===== config.mk =====
export PLATFORM = sky130hd
export DESIGN_NAME = link_bert
export DESIGN_NICKNAME = d
export VERILOG_FILES = /design/src/rtl/link_bert.sv
export SDC_FILE = /design/constraint.sdc
export NUM_CORES = 1
export LEC_CHECK = 0
export CAP_MARGIN = 20
export CORE_UTILIZATION = 49
export CTS_CLUSTER_SIZE = 14
export DETAILED_ROUTE_END_ITERATION = 8
export GPL_ROUTABILITY_DRIVEN = 1
export PLACE_DENSITY = 0.82
export SYNTH_ARGS = -nofsm -noshare
export SYNTH_HDL_FRONTEND = slang
export SYNTH_SLANG_ARGS = --single-unit

===== constraint.sdc =====
create_clock -name clk -period 4.1 [get_ports clk]
set_clock_uncertainty 0.1 [all_clocks]
set_input_delay 0.82 -clock clk [delete_from_list [all_inputs] [get_ports clk]]
set_output_delay 0.82 -clock clk [all_outputs]
set_load 0.01 [all_outputs]

===== src/rtl/link_bert.sv =====
// Link bit-error-rate tester: sends LFSR payloads to an encoder and
// scores the words echoed back through a decoder.
module link_bert #(
  parameter int          N_PKT    = 8,
  parameter int          N_TRIALS = 256,
  parameter int          TIMEOUT  = 2000000,
  parameter int          CNT_W    = 16,
  parameter logic [31:0] SEED     = 32'h0000_0001
) (
  input  logic             clk,
  input  logic             rst_n,
  input  logic             start,
  input  logic             abort,
  input  logic             continuous,
  output logic             start_ENC,
  input  logic             avail_ENC,
  output logic [N_PKT-1:0] data_ENC,
  input  logic [N_PKT-1:0] data_DEC,
  input  logic             avail_DEC,
  input  logic             error_DEC,
  output logic             read_DEC,
  output logic             busy,
  output logic             done,
  output logic [CNT_W-1:0] pass_cnt,
  output logic [CNT_W-1:0] mismatch_cnt,
  output logic [CNT_W-1:0] dec_err_cnt,
  output logic [CNT_W-1:0] timeout_cnt,
  output logic [CNT_W-1:0] bit_err_cnt,
  output logic [CNT_W-1:0] trial_cnt,
  output logic [N_PKT-1:0] last_rx,
  output logic [N_PKT-1:0] last_exp
);

  localparam int TW = $clog2(TIMEOUT);
  localparam int PW = $clog2(N_PKT + 1);
  localparam int AW = ((CNT_W > PW) ? CNT_W : PW) + 1;

  localparam logic [TW-1:0]    TLAST = TW'(TIMEOUT - 1);
  localparam logic [CNT_W-1:0] CMAX  = '1;
  localparam logic [31:0]      POLY  = 32'h8020_0003;

  typedef enum logic [2:0] {
    IDLE,
    SEND,
    WAIT_RX,
    NEXT,
    DONE
  } state_e;

  state_e           state_q, state_d;
  logic [31:0]      lfsr_q, lfsr_d;
  logic [TW-1:0]    timer_q, timer_d;
  logic [CNT_W-1:0] pass_q, pass_d;
  logic [CNT_W-1:0] mism_q, mism_d;
  logic [CNT_W-1:0] derr_q, derr_d;
  logic [CNT_W-1:0] tout_q, tout_d;
  logic [CNT_W-1:0] berr_q, berr_d;
  logic [CNT_W-1:0] trial_q, trial_d;
  logic [N_PKT-1:0] rx_q, rx_d;
  logic [N_PKT-1:0] exp_q, exp_d;
  logic             rd_blk_q;
  logic             rd_ok;

  function automatic logic [CNT_W-1:0] sat_inc(
    input logic [CNT_W-1:0] v
  );
    return (v == CMAX) ? v : v + CNT_W'(1);
  endfunction

  function automatic logic [PW-1:0] popcnt(
    input logic [N_PKT-1:0] v
  );
    logic [PW-1:0] c;
    c = '0;
    for (int i = 0; i < N_PKT; i++) begin
      c = c + PW'(v[i]);
    end
    return c;
  endfunction

  function automatic logic [CNT_W-1:0] sat_add(
    input logic [CNT_W-1:0] a,
    input logic [PW-1:0]    b
  );
    logic [AW-1:0] s;
    s = AW'(a) + AW'(b);
    return (s > AW'(CMAX)) ? CMAX : s[CNT_W-1:0];
  endfunction

  // Read is blocked the cycle after any read and right after reset,
  // so read_DEC can never pulse on back-to-back cycles.
  assign rd_ok = avail_DEC && !rd_blk_q && !abort;

  always_comb begin
    state_d   = state_q;
    lfsr_d    = lfsr_q;
    timer_d   = timer_q;
    pass_d    = pass_q;
    mism_d    = mism_q;
    derr_d    = derr_q;
    tout_d    = tout_q;
    berr_d    = berr_q;
    trial_d   = trial_q;
    rx_d      = rx_q;
    exp_d     = exp_q;
    start_ENC = 1'b0;
    read_DEC  = 1'b0;

    unique case (state_q)
      IDLE, DONE: begin
        read_DEC = rd_ok;
        if (start && !abort) begin
          pass_d  = '0;
          mism_d  = '0;
          derr_d  = '0;
          tout_d  = '0;
          berr_d  = '0;
          trial_d = '0;
          timer_d = '0;
          lfsr_d  = SEED;
          state_d = SEND;
        end
      end
      SEND: begin
        read_DEC = rd_ok;
        if (avail_ENC && !abort) begin
          start_ENC = 1'b1;
          exp_d     = lfsr_q[N_PKT-1:0];
          timer_d   = '0;
          state_d   = WAIT_RX;
        end
      end
      WAIT_RX: begin
        if (!abort) begin
          if (avail_DEC && !rd_blk_q) begin
            read_DEC = 1'b1;
            rx_d     = data_DEC;
            state_d  = NEXT;
            if (error_DEC) begin
              derr_d = sat_inc(derr_q);
            end else if (data_DEC == exp_q) begin
              pass_d = sat_inc(pass_q);
            end else begin
              mism_d = sat_inc(mism_q);
              berr_d = sat_add(berr_q,
                               popcnt(data_DEC ^ exp_q));
            end
          end else if (timer_q == TLAST) begin
            tout_d  = sat_inc(tout_q);
            state_d = NEXT;
          end else begin
            timer_d = timer_q + TW'(1);
          end
        end
      end
      NEXT: begin
        read_DEC = rd_ok;
        if (!abort) begin
          lfsr_d  = {1'b0, lfsr_q[31:1]} ^
                    (lfsr_q[0] ? POLY : 32'h0);
          trial_d = sat_inc(trial_q);
          if (!continuous && int'(trial_d) == N_TRIALS) begin
            state_d = DONE;
          end else begin
            state_d = SEND;
          end
        end
      end
      default: state_d = IDLE;
    endcase

    if (abort) begin
      state_d = IDLE;
    end
  end

  always_ff @(posedge clk or negedge rst_n) begin
    if (!rst_n) begin
      state_q  <= IDLE;
      lfsr_q   <= SEED;
      timer_q  <= '0;
      pass_q   <= '0;
      mism_q   <= '0;
      derr_q   <= '0;
      tout_q   <= '0;
      berr_q   <= '0;
      trial_q  <= '0;
      rx_q     <= '0;
      exp_q    <= '0;
      rd_blk_q <= 1'b1;
    end else begin
      state_q  <= state_d;
      lfsr_q   <= lfsr_d;
      timer_q  <= timer_d;
      pass_q   <= pass_d;
      mism_q   <= mism_d;
      derr_q   <= derr_d;
      tout_q   <= tout_d;
      berr_q   <= berr_d;
      trial_q  <= trial_d;
      rx_q     <= rx_d;
      exp_q    <= exp_d;
      rd_blk_q <= read_DEC;
    end
  end

  // Outside SEND the encoder bus shows the last payload sent.
  assign data_ENC = (state_q == SEND) ?
                    lfsr_q[N_PKT-1:0] : exp_q;

  assign busy = (state_q == SEND) ||
                (state_q == WAIT_RX) ||
                (state_q == NEXT);
  assign done = (state_q == DONE);

  assign pass_cnt     = pass_q;
  assign mismatch_cnt = mism_q;
  assign dec_err_cnt  = derr_q;
  assign timeout_cnt  = tout_q;
  assign bit_err_cnt  = berr_q;
  assign trial_cnt    = trial_q;
  assign last_rx      = rx_q;
  assign last_exp     = exp_q;

endmodule


==> impl_results.md <==
* Slew @ Worst Pin at 1.02 ns
* Layout area overhead at 27.7%
* Seq/Total Area, Yosys at between 40 and 50%
* Syn avg cell area at ~9.5 um2
* Grt ovf at 0
* Crit path kind: primary input to flop
* Clock-pin slew on the worst setup and hold paths at about 0.070 ns
* RSZ-0062 raised after global routing: true
* Worst setup startpoint: data_DEC[0]
* Clock Path Buffers at 2
* Hold Path Class: primary input to asynchronous set/reset pin
* Crit end category: flop
* Fraction of layout cells with a size suffix above 1 at between 10% and 20%
* Status: complete, but fails checks
* Nets at between 1,000 and 1,500
* CTS tree: built
* Primary FF master, synth: dfrtp_1
* Vias per cell at 6.04
* Initial Util at between 50% and 60%
* Overall die width at ~140 um
* Clock Sinks at roughly 170
* Number of buffers added on ports at 139
* Final setup violation count at 4
* Fin. max-slew vios at 0
* Synthesized cell area at 0.00899 mm2
* First-pass GRT wire length at 38.4 mm
* PwrDens at roughly 390 mW/mm2
* Post-synthesis async set-or-reset flop share at between 90% and 100%
* Total Wirelength at between 20 and 25 mm
* Fin crit share at 100%
* Failing checks: setup timing
* Commonest cells in the netlist: dfrtp_1, nand2_1, nor2_1
* Critical path launch point type: primary input
* Hpwl dp at 15.9 mm
* Yosys reg bits at 169
* Max-slew headroom at a little under a third
* Pre-antenna DRT Iters at 7
* Detail Route Antenna Nets at 0
* I/O pin cnt at 140
* Largest area contributor in the netlist: dfrtp_1
* Post-layout util at a little under two thirds
* Chip height at between 100 and 150 um
* Critical path arrival at 4.34 ns
* Worst VDD drop at 0.000342 V
* Via count at 8,096
* Core area at 0.0180 mm2
* Max-cap violations at 0
* GRT Max-Usage Layer: met2
* Vias in the first global route at about 7,600
* Final Hold Vio Count at 0
* CTS buffer count at 17
* Met2 usage at about two fifths
* Residual DRC count at 0
* GPL Wtd Cong at around 0.9
* Req. time, crit path at 4.33 ns
* GRT Util Overall at a little over a quarter
* Largest net degree at the start of global routing at 75
* Rows at 49
* CTS Hold Bufs at 0
* Post-Layout Cell Count at roughly 1,300
* Synth Warn # at 0
* Peak Freq at between 0.2 and 0.25 GHz
* H-tree lvl count at 4
* Most numerous cell in the Yosys netlist: dfrtp_1
* Reg-to-Reg Start: last_exp[0]
* Post-synth EDFFs at 0
* Total power at roughly 4.5 mW
* Minimum clock period at approximately 4.1 ns
* M3 GR Usage at roughly 4%
* Top-area cell type share of the netlist area at ~46%
* Critical Path Fanout Max at 4
* Post-synth cell types at 63
* CTS Root Cell: clkbuf_16
* P_leak at around 4.8 nW
* Placed cells at roughly 1,300
* Ranking of synthesized cells by area: dfrtp_1, xnor2_1, nand2_1
* Grt met1 use at 36.2%
* Post-DR wirelength/cell at 17.6 um
* Clk_lat worst skew at around 0.43 ns
* Post-Syn Nets at a little under 1,000
* Post-Synthesis Cells at ~950
* Post-route setup slack at -0.0147 ns
* Iteration-0 DRC Markers at about 640
* Initial antenna violation count at 1
* Die area at around 0.019 mm2
[kinds of logic after synthesis]
family | Yosys count | synth area share, %
compound gates | 199 | 14.7
mux | 27 | 3.23
flops | 169 | 47.1
simple gates | 406 | 23.2
xor+xnor | 62 | 6.04
fa+ha+maj | 17 | 2.78
buf+inv | 68 | 2.98
[registers in the layout, indices dropped and copies added (netlist names)]
signal	flops
trial_cnt	16
rd_blk_q	1
mismatch_cnt	16
lfsr_q	32
dec_err_cnt	16
timeout_cnt	16
last_rx	8
timer_q	21
state_q	3
last_exp	8
bit_err_cnt	16
pass_cnt	16
[routing by layer]
layer  part of all wire (%)  wire (um)
met4                    2.8        650
met5                      0          0
met3                    5.9       1380
met2                     47      11100
met1                     45      10500
[path summary, 6_finish.rpt]
kind	depth (start not counted)	slack (ns)	to
min	1	0.32	trial_cnt[2]
max	15	-0.01	bit_err_cnt[7]
min in group clk	2	0.39	lfsr_q[21]
max reg2reg	14	0.04	bit_err_cnt[7]
min reg2reg	2	0.39	lfsr_q[21]
max in group asynchronous	2	2.72	lfsr_q[0]
[critical path, stage by stage]
cell	delay, ns
buf_8	0.11
xor2_4	0.18
fa_1	0.51
fa_1	0.51
inv_2	0.04
fa_1	0.49
inv_2	0.04
fa_2	0.35
fa_2	0.37
a21o_1	0.19
a21oi_4	0.15
or3_4	0.16
or2_4	0.14
o21ai_2	0.06
a22o_1	0.22
[through the flow]
step / hold slack, ns / TNS [ns] / worst slack (ns) / cell area, um2
floorplan: 0.350 / -2.37 / -0.236 / 9020
global placement: 0.362 / -12.93 / -0.885 / 10800
detailed placement: 0.381 / -14.15 / -0.974 / 10800
CTS: 0.347 / -0.277 / -0.0708 / 11400
global route: 0.374 / -1.46 / -0.151 / 11500
finish: 0.322 / -0.0408 / -0.0147 / 11500
[final cells by class]
class	instances	area, um2
diodes	1	2.50
inverters	20	75.1
multi-input cells	711	4620
clock inverters	12	100
clock buffers	20	447
flip-flops and latches	169	4230
well taps	229	287
fillers	1451	6480
repair buffers	179	1720
[where the power goes]
part,internal (mW),switching [mW]
clock,0.848,0.681
combinational,0.503,0.584
sequential,1.76,0.114
total,3.11,1.38
[placed cells by master (no fill, tap or decap), types with 11 or more instances in the layout]
master and n:
nand2b_1 11, a22o_1 32, mux2_2 16, clkbuf_16 17, nand3_1 61, clkdlybuf4s50_1 135
dfrtp_1 166, o21ai_0 48, nand2_1 97, o31ai_1 12, nor3_1 25, buf_4 37
a21oi_1 40, or3_1 16, inv_1 17, xor2_1 15, ha_1 12, nand4_1 28
xnor2_1 45, nor4_1 18, mux2i_1 11, and3_1 12, nor2_1 78
[repair_timing]
item / 4_1_cts / 5_1_grt
hold endpoints to repair: 0 / 0
setup buffers: 2 / 5
resized for setup: 19 / 16
endpoints found under the setup margin: 16 / 16
pin swaps: 13 / 15
Note: power is estimated with default switching activity, not from simulation.
